==> src/rtl/tracker_pkg.sv <==
// Shared definitions for the tracker positioner and the command FSMs that drive it.
// Latency: n/a (types and constants only).
// Backpressure: n/a.
package tracker_pkg;

    localparam int ANGLE_W = 5;

    localparam int DEF_STEP_DIV       = 4;
    localparam int DEF_STEPS_PER_UNIT = 8;
    localparam int DEF_REFL_SETTLE    = 16;

    // Positioner FSM encoding; the command FSMs decode these values, so keep them fixed.
    typedef enum logic [2:0] {
        ST_IDLE    = 3'd0,
        ST_SETUP   = 3'd1,
        ST_STEP_HI = 3'd2,
        ST_STEP_LO = 3'd3,
        ST_REFL    = 3'd4,
        ST_SETTLE  = 3'd5,
        ST_DONE    = 3'd6
    } state_t;

endpackage

==> src/rtl/step_timer.sv <==
// Loadable down-counter that times one step half-period of STEP_DIV cycles.
// Latency: tick is high in the STEP_DIV-th cycle after the load edge.
// Backpressure: none; load restarts the count unconditionally.
module step_timer #(
    parameter int STEP_DIV = 4
) (
    input  logic clk,
    input  logic res,
    input  logic i_load,
    output logic o_tick
);

    localparam int W = (STEP_DIV > 1) ? $clog2(STEP_DIV) : 1;

    logic [W-1:0] r_cnt;

    // Count down from STEP_DIV-1 after a load, then park at zero.
    always_ff @(posedge clk) begin
        if (!res) begin
            r_cnt <= '0;
        end else if (i_load) begin
            r_cnt <= W'(STEP_DIV - 1);
        end else if (r_cnt != '0) begin
            r_cnt <= r_cnt - W'(1);
        end
    end

    assign o_tick = (r_cnt == '0);

endmodule

==> src/rtl/tracker_positioner.sv <==
// Executes one pointing command: steps the motor to the target angle, then sets the reflector.
// Latency: 3 cycles for a zero move; otherwise + dist*STEPS_PER_UNIT*2*STEP_DIV (+REFL_SETTLE on reflector change).
// Backpressure: cmd_rdy only in IDLE; cmd_valid elsewhere is dropped. Macro TRACKER_SOFT_LIMIT_EN enables end-stop clamping.
module tracker_positioner
    import tracker_pkg::*;
#(
    parameter int STEP_DIV       = DEF_STEP_DIV,
    parameter int STEPS_PER_UNIT = DEF_STEPS_PER_UNIT,
    parameter int REFL_SETTLE    = DEF_REFL_SETTLE
`ifdef TRACKER_SOFT_LIMIT_EN
    ,
    parameter logic [ANGLE_W-1:0] ANGLE_MAX = 5'd30
`endif
) (
    input  logic               clk,
    input  logic               res,
    input  logic [ANGLE_W-1:0] angle,
    input  logic               refl,
    input  logic               cmd_valid,
    output logic               cmd_rdy,
    output logic               step,
    output logic               dir,
    output logic               refl_out,
    output logic [ANGLE_W-1:0] pos,
    output logic               busy,
    output logic               done,
    output logic               limit
);

    localparam int CNT_W     = ANGLE_W + $clog2(STEPS_PER_UNIT) + 1;
    localparam int SUB_W     = (STEPS_PER_UNIT > 1) ? $clog2(STEPS_PER_UNIT) : 1;
    localparam int SET_W     = (REFL_SETTLE > 1) ? $clog2(REFL_SETTLE) : 1;
    localparam int SETTLE_LD = (REFL_SETTLE > 0) ? REFL_SETTLE - 1 : 0;

    state_t             r_state;
    state_t             w_state_nxt;
    logic [ANGLE_W-1:0] r_tgt;
    logic               r_tgt_refl;
    logic [ANGLE_W-1:0] r_pos;
    logic               r_dir;
    logic               r_step;
    logic               r_refl_out;
    logic [CNT_W-1:0]   r_steps;
    logic [SUB_W-1:0]   r_sub;
    logic [SET_W-1:0]   r_settle;
    logic               w_tmr_load;
    logic               w_tick;
    logic [ANGLE_W:0]   w_dist;
    logic [ANGLE_W:0]   w_abs;
    logic [CNT_W-1:0]   w_load;
    logic               w_refl_chg;

    // Signed 6-bit distance to target; the magnitude scaled by steps per unit seeds the step counter.
    assign w_dist     = {1'b0, r_tgt} - {1'b0, r_pos};
    assign w_abs      = w_dist[ANGLE_W] ? ((ANGLE_W+1)'(0) - w_dist) : w_dist;
    assign w_load     = CNT_W'(w_abs) * CNT_W'(STEPS_PER_UNIT);
    assign w_refl_chg = (r_tgt_refl != r_refl_out);

    step_timer #(
        .STEP_DIV(STEP_DIV)
    ) u_step_timer (
        .clk   (clk),
        .res   (res),
        .i_load(w_tmr_load),
        .o_tick(w_tick)
    );

    // State register.
    always_ff @(posedge clk) begin
        if (!res) begin
            r_state <= ST_IDLE;
        end else begin
            r_state <= w_state_nxt;
        end
    end

    // Next-state decode; the half-period timer is reloaded on every step phase change.
    always_comb begin
        w_state_nxt = r_state;
        w_tmr_load  = 1'b0;
        case (r_state)
            ST_IDLE: begin
                if (cmd_valid) w_state_nxt = ST_SETUP;
            end
            ST_SETUP: begin
                w_tmr_load  = 1'b1;
                w_state_nxt = (w_abs == '0) ? ST_REFL : ST_STEP_HI;
            end
            ST_STEP_HI: begin
                if (w_tick) begin
                    w_tmr_load  = 1'b1;
                    w_state_nxt = ST_STEP_LO;
                end
            end
            ST_STEP_LO: begin
                if (w_tick) begin
                    w_tmr_load  = 1'b1;
                    w_state_nxt = (r_steps == CNT_W'(1)) ? ST_REFL : ST_STEP_HI;
                end
            end
            ST_REFL: begin
                w_state_nxt = (w_refl_chg && (REFL_SETTLE > 0)) ? ST_SETTLE : ST_DONE;
            end
            ST_SETTLE: begin
                if (r_settle == '0) w_state_nxt = ST_DONE;
            end
            ST_DONE: begin
                w_state_nxt = ST_IDLE;
            end
            default: begin
                w_state_nxt = ST_IDLE;
            end
        endcase
    end

    // Datapath: command latch, step/position tracking, reflector drive and settle count.
    // Step is a registered image of STEP_HI, so dir (set in SETUP) leads the first rise by a cycle
    // and the falling edge of each step lands in the first STEP_LO cycle, where pos advances.
    always_ff @(posedge clk) begin
        if (!res) begin
            r_tgt      <= '0;
            r_tgt_refl <= 1'b0;
            r_pos      <= '0;
            r_dir      <= 1'b0;
            r_step     <= 1'b0;
            r_refl_out <= 1'b0;
            r_steps    <= '0;
            r_sub      <= '0;
            r_settle   <= '0;
        end else begin
            r_step <= (r_state == ST_STEP_HI);
            case (r_state)
                ST_IDLE: begin
                    if (cmd_valid) begin
                        r_tgt_refl <= refl;
`ifdef TRACKER_SOFT_LIMIT_EN
                        r_tgt      <= (angle > ANGLE_MAX) ? ANGLE_MAX : angle;
`else
                        r_tgt      <= angle;
`endif
                    end
                end
                ST_SETUP: begin
                    r_dir   <= (r_tgt > r_pos);
                    r_steps <= w_load;
                    r_sub   <= '0;
                end
                ST_STEP_LO: begin
                    if (r_step) begin
                        if (r_sub == SUB_W'(STEPS_PER_UNIT - 1)) begin
                            r_sub <= '0;
                            r_pos <= r_dir ? (r_pos + ANGLE_W'(1)) : (r_pos - ANGLE_W'(1));
                        end else begin
                            r_sub <= r_sub + SUB_W'(1);
                        end
                    end
                    if (w_tick) r_steps <= r_steps - CNT_W'(1);
                end
                ST_REFL: begin
                    if (w_refl_chg) r_refl_out <= r_tgt_refl;
                    r_settle <= SET_W'(SETTLE_LD);
                end
                ST_SETTLE: begin
                    if (r_settle != '0) r_settle <= r_settle - SET_W'(1);
                end
                default: begin
                end
            endcase
        end
    end

`ifdef TRACKER_SOFT_LIMIT_EN
    logic r_limit;

    // Clamp flag: captured at acceptance, so the next accepted command clears it.
    always_ff @(posedge clk) begin
        if (!res) begin
            r_limit <= 1'b0;
        end else if ((r_state == ST_IDLE) && cmd_valid) begin
            r_limit <= (angle > ANGLE_MAX);
        end
    end

    assign limit = r_limit;
`else
    assign limit = 1'b0;
`endif

    assign cmd_rdy  = (r_state == ST_IDLE);
    assign busy     = (r_state != ST_IDLE);
    assign done     = (r_state == ST_DONE);
    assign step     = r_step;
    assign dir      = r_dir;
    assign refl_out = r_refl_out;
    assign pos      = r_pos;

endmodule

==> config.mk <==
export PLATFORM = sky130hd
export DESIGN_NAME = tracker_positioner
export DESIGN_NICKNAME = d
export VERILOG_FILES = /design/src/rtl/tracker_pkg.sv /design/src/rtl/step_timer.sv /design/src/rtl/tracker_positioner.sv
export SDC_FILE = /design/constraint.sdc
export NUM_CORES = 1
export LEC_CHECK = 0
export ABC_AREA = 1
export BUFFER_PORTS_ARGS = -buffer_cell sky130_fd_sc_hd__buf_2
export CORE_MARGIN = 2
export CORE_UTILIZATION = 27
export CTS_CLUSTER_DIAMETER = 200
export CTS_CLUSTER_SIZE = 8
export DETAILED_ROUTE_END_ITERATION = 6
export GPL_ROUTABILITY_DRIVEN = 1
export SLEW_MARGIN = 20
export SYNTH_ARGS = -nofsm -noshare
export SYNTH_HDL_FRONTEND = slang
export SYNTH_SLANG_ARGS = --single-unit
==> constraint.sdc <==
create_clock -name clk -period 3 [get_ports clk]
set_input_delay 0.15 -clock clk [delete_from_list [all_inputs] [get_ports clk]]
set_output_delay 0.15 -clock clk [all_outputs]
set_load 0.01 [all_outputs]
==> flow_summary.toml, run 1 <==
[clocking]
clkLatencyLatePin_ns = 0.29
cts_num_sinks = 35
cts_buffer_depth = 2
clkTransAtPathRegs_ns = 0.07
h-tree-depth = 2
cts_resized = 0
cts_inserted_buffers = 5
cts_tree = "built"
clock-root-buffer = "clkbuf_8"
cts_hold_buf = 0
post-cts-setup-buffer-count = 0

[route]
drtIter0Drc = 106
drc = 0
wire_per_inst_um = 11.1
wirelength_mm = 5.08
first_pass_iters = 5
routed_via_density = 4.64
antenna_left = 0
dr_total_vias = 2118

[pwr]
power.internal_uw = 1150
power.density_cell_area_mw_per_mm2 = 829
swShare = 0.457
p_comb_frac = 0.528
pwr-share-seq = 0.312
ir_drop_uv = 371
p_leak_uw = 0.00119
clockPowerShare = 0.160
switching_power_uw = 967

[timing]
slew_headroom = 0.522
fin_crit_sh = 0.751
setup_viol = 0
timing.final.hold_violations = 0
fin_skew_ns = 0.00527
fmax_mhz = 444
slew_violations = 0
tns_ns = 0
finalWorstPathRequiredPeriod_ns = 2.25
grt_setup_unrepaired = "false"
worst_pin_slew_ns = 0.716

[global_routing]
grt_pass1_vias = 2005
grt_pass1_wl_mm = 8.78
antenna_found_initial = 0
grt_max_degree = 21
overflow = 0
grt.total_usage = 0.121

[floorplan]
die_h_um = 96.0
row_count = 33
core_area_mm2 = 0.00822
io_pins = 21
die_area_mm2 = 0.00921
die_w_um = 96.0
start_util = 0.278

[setup_path]
cp_slowest_cell = "fa_1"
max_stage_delay_ns = 0.45
path_cells = "ha_1 -> inv_1 -> fa_1 -> xnor2_1 -> nand2_1 -> nand3_1 -> nand2_1 -> nand2_1 -> nand2_1 -> nor2_2 -> nand2_1 -> nand2_1 -> nand2_1 -> nand2_1 -> a21oi_2"
cp_common_cell = "nand2_1"
cp_max_fo = 4
start_kind = "flop"
path_delay_family = "simple AND/OR/NAND/NOR gates"
cp.arrival_ns = 2.40
path_buf_inv = 1
cp.required_ns = 3.15
worstSetupPathType = "flop to flop"
crit_path_end_kind = "flop"

[placement]
place_hpwl_mm = 3.96
dp_cells = 448
gp_congestion = 0.846
io_buffers = 19

[cells_and_area]
drive_gt1_frac = 0.140
nNetsFinal = 375
diodes = 0
fillerInstances = 904
final_cells = 456
register_area_um2 = 701
syn2layout_area_growth_pct = 11.7
multi_input_area_mm2 = 0.00135

[run]
max_cap_viol_count = 0

[yosys]
async_flop_share = 0
synth.most_common_cell = "nand2_1"
syn_area_per_cell_um2 = 6.92
yosysWarnings = 0
synthCells = 330
syn_area_mm2 = 0.00228
synth_top_area_cell = "dfxtp_1"
yosysSeqAreaShare = 0.307
synth_edf_count = 0
syn_nets = 355
synth_top_area_share = 0.307
ys.flop_type = "dfxtp_1"
ys_ff_latch = 35
ys_top_cells_by_count = "72 x nand2_1, 43 x inv_1, 35 x dfxtp_1"
synth_cell_types = 37
synth_area_leaders = "dfxtp_1 31%, nand2_1 12%, ha_1 7.7%, inv_1 7.1%, a21oi_1 6.4%"

[status]
status = "complete, no violations"

[worst_hold_path]
hp-class = "primary input to flop"
## final timing paths
| check | from | depth (start not counted) | slack [ns] | endpoint |
|---|---|---|---|---|
| max | pos[0]$_SDFFE_PN0P_ | 15 | 0.75 | r_state[1]$_SDFFE_PN0P_ |
| max reg2reg | pos[0]$_SDFFE_PN0P_ | 15 | 0.75 | r_state[1]$_SDFFE_PN0P_ |
| min | refl | 3 | 0.13 | r_tgt_refl$_SDFFE_PN0P_ |
| min reg2reg | r_tgt[0]$_SDFFE_PN0P_ | 2 | 0.46 | r_tgt[0]$_SDFFE_PN0P_ |
## power groups by stage
stage               logic, µW  clock network, µW  registers, µW
finish                   1120                338            661
global route             1300                366            673
CTS                      1130                349            660
detailed placement       1120                  0            669
global placement         1110                  0            668
floorplan                 902                  0            655
## placed cells by master (no fill, tap or decap), types with 2 or more instances in the layout
| master | n |
|---|---|
| a211oi_1 | 2 |
| a21oi_1 | 29 |
| a21oi_2 | 2 |
| a31oi_1 | 5 |
| buf_2 | 19 |
| clkbuf_1 | 2 |
| clkbuf_8 | 5 |
| dfxtp_1 | 35 |
| fa_1 | 2 |
| ha_1 | 14 |
| inv_1 | 43 |
| inv_2 | 5 |
| nand2_1 | 72 |
| nand3_1 | 22 |
| nand3b_1 | 2 |
| nor2_1 | 29 |
| nor2_2 | 5 |
| nor2_4 | 3 |
| nor3_1 | 5 |
| nor3_2 | 2 |
| o211ai_1 | 3 |
| o21a_1 | 2 |
| o21ai_0 | 21 |
| xnor2_1 | 7 |
| xor2_1 | 2 |
## stage by stage
step           worst slack [ns]  hold WS, ns  power (µW)  instance area (µm²)   util
2_1_floorplan             0.874        0.288        1560                 2280      -
3_3_place_gp              0.809        0.424        1770                 2470  0.300
3_5_place_dp              0.750        0.429        1790                 2470  0.300
4_1_cts                   0.732        0.120        2140                 2550  0.310
5_1_grt                   0.448        0.129        2340                 2550  0.310
6_report                  0.748        0.127        2110                 2550  0.310
## final cells by class
class | instances | area share
clock inverters | 1 | 0.00196
clock buffers | 7 | 0.0299
flip-flops and latches | 35 | 0.275
well taps | 105 | 0.0515
multi-input cells | 239 | 0.529
inverters | 50 | 0.0756
repair buffers | 19 | 0.0373
## layer usage
layer | wire, µm | track usage
met5 | 0 | 0
met4 | 63 | 0.0393
met3 | 136 | 0.0227
met2 | 2440 | 0.215
met1 | 2440 | 0.147
## worst min-delay path, stage by stage
cell,delay (ns)
buf_2,0.09
nand3_1,0.07
a21oi_1,0.06
## flip-flops by register name, indices dropped and copies added, names as in the netlist, 2 cells and up
register            flops
r_state                 3
u_step_timer.r_cnt      2
r_steps                 9
r_settle                4
r_sub                   3
r_tgt                   5
pos                     5
## kinds of logic (layout without fill, tap and decap cells)
logic type,after synthesis,in the layout,share of synthesized area
and+or+nand+nor,143,143,0.280
AOI/OAI and AO/OA,69,69,0.173
buffers and inverters,56,77,0.102
DFF,35,35,0.307
adders and majority gates,16,16,0.0942
xor gates and xnor gates,10,10,0.0416
other,1,1,0.00164
Power figures use the tool's default switching activity.
==> run 2: changes to the inputs <==
- clock period: 3 -> 2.3 ns (I/O delays scaled with it)
==> flow_summary.toml, run 2 (synthesis gave the netlist of run 1 again) <==
[cells_and_area]
final_common_cell = "nand2_1"
largest-register = "r_steps"
diodes = 0
syn2layout_area_growth_pct = 16.7
largest_reg_flops = 9
drive_gt1_frac = 0.179
nNetsFinal = 376
final_cell_mix = "72 x nand2_1, 41 x inv_1, 34 x dfxtp_1"

[timing]
setup_viol = 0
finalWorstPathRequiredPeriod_ns = 2.08
fin_skew_ns = 0.00552
slew_headroom = 0.540
tns_ns = 0
slew_violations = 0
worst_pin_slew_ns = 0.689
fmax_mhz = 481
fin_crit_sh = 0.903
grt_setup_unrepaired = "false"
setup_slack_ns = 0.223
timing.final.hold_violations = 0

[setup_path]
start_kind = "flop"
r2r_end = "r_state[1]$_SDFFE_PN0P_"
cp_common_cell = "nand2_1"
cp_max_fo = 3
cp_slowest_cell = "fa_2"
crit-reg2reg-launch = "r_tgt[0]$_SDFFE_PN0P_"
rrSetupSlack_ns = 0.22
worstSetupPathType = "flop to flop"
crit_path_end_kind = "flop"
path_delay_family = "simple AND/OR/NAND/NOR gates"
cp.arrival_ns = 2.23
reg2regPathDepth = 16
max_stage_delay_ns = 0.45
path_cells = "inv_2 -> ha_4 -> inv_2 -> fa_2 -> xnor2_2 -> nand2_1 -> nand3_1 -> nand2_1 -> nand2_1 -> nand2_1 -> nor2_2 -> nand2_1 -> nand2_1 -> nand2_1 -> nand2_1 -> a21oi_2"
path_buf_inv = 2
cp.required_ns = 2.45

[floorplan]
die_w_um = 96.0
die_h_um = 96.0
io_pins = 21
core_area_mm2 = 0.00822
start_util = 0.278
die_area_mm2 = 0.00921
row_count = 33

[global_routing]
grt_pass1_vias = 2031
antenna_found_initial = 0
grt.total_usage = 0.126
grt_max_degree = 21
overflow = 0
grt_pass1_wl_mm = 9.13

[worst_hold_path]
hp-class = "primary input to flop"
hold_path_end = "r_tgt_refl$_SDFFE_PN0P_"
worstHoldStart = "refl"
hold_path_depth = 3

[clocking]
cts_inserted_buffers = 5
cts_hold_buf = 0
cts_tree = "built"
h-tree-depth = 2
clock-root-buffer = "clkbuf_8"
clkTransAtPathRegs_ns = 0.08
cts_num_sinks = 35
post-cts-setup-buffer-count = 0
clkLatencyLatePin_ns = 0.29
cts_buffer_depth = 2

[route]
first_pass_iters = 4
drtIter0Drc = 91
dr_total_vias = 2083
routed_via_density = 4.56
wirelength_mm = 5.23
drc = 0
antenna_left = 0
wire_per_inst_um = 11.4

[pwr]
ir_drop_uv = 598
power.density_cell_area_mw_per_mm2 = 1140
p_leak_uw = 0.00123
total_power_uw = 3040

[run]
max_cap_viol_count = 0

[placement]
post-place-ws_ns = 0.0906
gp_congestion = 0.855
io_buffers = 19
place_hpwl_mm = 4.09

[status]
status = "complete, no violations"
[run 2: cell count changes in the layout (fill, tap and decap cells not counted), sizes merged]
cell	previous run	this run
buf	19	20
inv	48	49
clkbuf	7	5
clkinvlp	0	1
clkinv	3	1
bufinv	0	2
[run 2: per-layer routing]
metal	part of all wire	wire, µm	global-route usage
met5	0	0	0
met4	0.011	60	0.0417
met3	0.024	126	0.0243
met2	0.48	2490	0.220
met1	0.49	2550	0.156
[run 2: how the worst max path moves through the flow]
stage                     startpoint                 endpoint  slack (ns)  cells past startpoint
2_1_floorplan    pos[0]$_SDFFE_PN0P_  r_state[1]$_SDFFE_PN0P_        0.17                     15
3_3_place_gp   r_tgt[0]$_SDFFE_PN0P_  r_state[1]$_SDFFE_PN0P_        0.16                     16
3_5_place_dp   r_tgt[0]$_SDFFE_PN0P_  r_state[1]$_SDFFE_PN0P_        0.09                     16
4_1_cts        r_tgt[0]$_SDFFE_PN0P_  r_state[1]$_SDFFE_PN0P_        0.08                     16
5_1_grt          pos[3]$_SDFFE_PN0P_  r_state[1]$_SDFFE_PN0P_        0.02                     15
6_report       r_tgt[0]$_SDFFE_PN0P_  r_state[1]$_SDFFE_PN0P_        0.22                     16
[run 2: what timing repair did]
item                                   in CTS  in global routing
endpoints found under the hold margin       0                  0
gates resized for setup                     0                 14
setup endpoints to repair                   0                  3
[run 2: layout make-up]
class                      count  area (µm²)
clock buffer                   5        68.8
timing repair buffer          20         103
multi-input combinational    239        1400
clock inverter                 3        67.6
tap                          105         131
sequential                    35         702
fill                         875        5550
inverter                      50         193
[run 2: tightest hold or removal path, stage by stage]
cell	delay (ns)
buf_2	0.10
nand3_1	0.07
a21oi_1	0.06
[run 2: power by group]
group          switching (µW)  total [µW]  leakage (µW)  internal, µW
sequential                113         863      0.000286           751
combinational             949        1510      0.000882           559
clock                     232         664     0.0000644           432
total                    1290        3040       0.00123          1740
[run 2: per-stage QoR]
step / hold WS [ns] / util / cell area, µm² / std cells
final: 0.0920 / 0.324 / 2670 / 457
after global routing: 0.101 / 0.324 / 2670 / 457
after floorplan: 0.253 / - / 2280 / 330
after global placement: 0.391 / 0.301 / 2480 / 449
after CTS: 0.0779 / 0.318 / 2610 / 457
after detailed placement: 0.393 / 0.301 / 2480 / 449
==> run 3: changes to the inputs <==
- PLACE_DENSITY: default -> 0.43
==> flow_summary.toml, run 3 (synthesis gave the netlist of run 1 again) <==
[pwr]
clockPowerShare = 0.193
pwr-share-seq = 0.287
p_leak_uw = 0.00124
power.internal_uw = 1680
swShare = 0.444
switching_power_uw = 1340
ir_drop_uv = 419
power.density_cell_area_mw_per_mm2 = 1120
p_comb_frac = 0.520

[clocking]
clock-root-buffer = "clkbuf_8"
clkLatencyLatePin_ns = 0.29
cts_tree = "built"
cts_hold_buf = 0
h-tree-depth = 2
cts_num_sinks = 35
cts_inserted_buffers = 5
cts_buffer_depth = 2
clkTransAtPathRegs_ns = 0.08

[placement]
place_hpwl_mm = 4.37
dp_cells = 450
gp_congestion = 0.829
io_buffers = 19
dpl_cell_area_mm2 = 0.00248

[run]
max_cap_viol_count = 0

[cells_and_area]
diodes = 0
final_cells = 460
drive_gt1_frac = 0.200
final_cell_mix = "69 x nand2_1, 41 x inv_1, 32 x dfxtp_1"
largest-register = "r_steps"
syn2layout_area_growth_pct = 17.9
final_core_util = 0.328
postLayoutCellArea_mm2 = 0.00269
nNetsFinal = 379
final_common_cell = "nand2_1"
largest_reg_flops = 9
fillerInstances = 898

[status]
status = "complete, no violations"

[setup_path]
crit_path_end_kind = "flop"
r2r_end = "r_state[1]$_SDFFE_PN0P_"
worstSetupPathType = "flop to flop"
crit-reg2reg-launch = "r_tgt[0]$_SDFFE_PN0P_"
cp.arrival_ns = 2.30
start_kind = "flop"
rrSetupSlack_ns = 0.14
reg2regPathDepth = 16
cp.required_ns = 2.44
cp_max_fo = 3

[global_routing]
antenna_found_initial = 0
grt.total_usage = 0.136
grt_max_degree = 21
grt_pass1_wl_mm = 9.60
grt_pass1_vias = 2050
overflow = 0

[timing]
timing.final.hold_violations = 0
slew_violations = 0
fmax_mhz = 463
setup_viol = 0
tns_ns = 0
fin_crit_sh = 0.940
slew_headroom = 0.475
fin_skew_ns = 0.00621
grt_setup_unrepaired = "true"
finalWorstPathRequiredPeriod_ns = 2.16
worst_pin_slew_ns = 0.786

[route]
wirelength_mm = 5.67
dr_total_vias = 2143
drtIter0Drc = 80
wire_per_inst_um = 12.3
first_pass_iters = 4
antenna_left = 0
drc = 0
routed_via_density = 4.66

[worst_hold_path]
hp-class = "primary input to flop"
worstHoldStart = "angle[4]"
hold_path_end = "r_tgt[4]$_SDFFE_PN0P_"
hold_path_depth = 3

[floorplan]
die_h_um = 96.0
die_area_mm2 = 0.00921
io_pins = 21
core_area_mm2 = 0.00822
row_count = 33
start_util = 0.278
die_w_um = 96.0
## run 3: changes by cell type in the layout (fill, tap and decap cells not counted), sizes merged
cell and delta:
clkbuf +1, buf +3, inv -1, clkinvlp -1, clkinv +2, bufinv -1
## run 3: metrics by stage
| step | total power, µW | worst slack, ns | hold WS [ns] |
|---|---|---|---|
| finish | 3020 | 0.139 | 0.0961 |
| global route | 3340 | -0.0648 | 0.0872 |
| CTS | 2980 | 0.0412 | 0.0839 |
| detailed placement | 2370 | 0.0640 | 0.400 |
| global placement | 2370 | 0.117 | 0.398 |
| floorplan | 2030 | 0.174 | 0.253 |
## run 3: area by class of cell
class                           instances  area [µm²]  share of cell area
Timing Repair Buffer                   23         125              0.0465
Sequential cell                        35         704               0.262
Inverter                               50         193              0.0716
Clock inverter                          2        35.0              0.0130
Clock buffer                            6        82.6              0.0307
Multi-Input combinational cell        239        1420               0.528
Tap cell                              105         131              0.0488
## run 3: repair_timing
| action | 4_1_cts | 5_1_grt |
|---|---|---|
| endpoints found under the setup margin | 0 | 3 |
| gates resized for setup | 0 | 20 |
| buffers inserted | 0 | 2 |
## run 3: power by group through the flow
stage	Combinational, µW	Clock, µW	Sequential, µW
floorplan	1180	0	854
global placement	1500	0	875
detailed placement	1500	0	875
CTS	1510	608	862
global route	1810	636	890
finish	1570	584	866
## run 3: metal layers
metal / vias to the layer above / wire length, µm / global-route usage
met1: 988 / 2830 / 0.172
met2: 33 / 2610 / 0.233
li1: 1117 / - / -
met4: 0 / 45 / 0.0393
met5: - / 0 / 0
met3: 5 / 189 / 0.0282
## run 3: critical path, cell delays in order (launching register included)
cell     delay, ns
dfxtp_2       0.32
inv_2         0.06
ha_4          0.13
inv_2         0.05
fa_2          0.43
xnor2_2       0.21
nand2_2       0.10
nand3_2       0.07
nand2_1       0.05
nand2_1       0.07
nand2_1       0.07
nor2_2        0.15
nand2_1       0.07
nand2_1       0.07
nand2_2       0.05
nand2_2       0.06
a21oi_2       0.05
## run 3: how the worst max path moves through the flow
stage	startpoint	cells past startpoint	end	slack, ns
2_1_floorplan	pos[0]$_SDFFE_PN0P_	15	r_state[1]$_SDFFE_PN0P_	0.17
3_3_place_gp	r_tgt[0]$_SDFFE_PN0P_	16	r_state[1]$_SDFFE_PN0P_	0.12
3_5_place_dp	r_tgt[0]$_SDFFE_PN0P_	16	r_state[1]$_SDFFE_PN0P_	0.06
4_1_cts	r_tgt[0]$_SDFFE_PN0P_	16	r_state[1]$_SDFFE_PN0P_	0.04
5_1_grt	r_tgt[0]$_SDFFE_PN0P_	16	r_state[1]$_SDFFE_PN0P_	-0.06
6_report	r_tgt[0]$_SDFFE_PN0P_	16	r_state[1]$_SDFFE_PN0P_	0.14
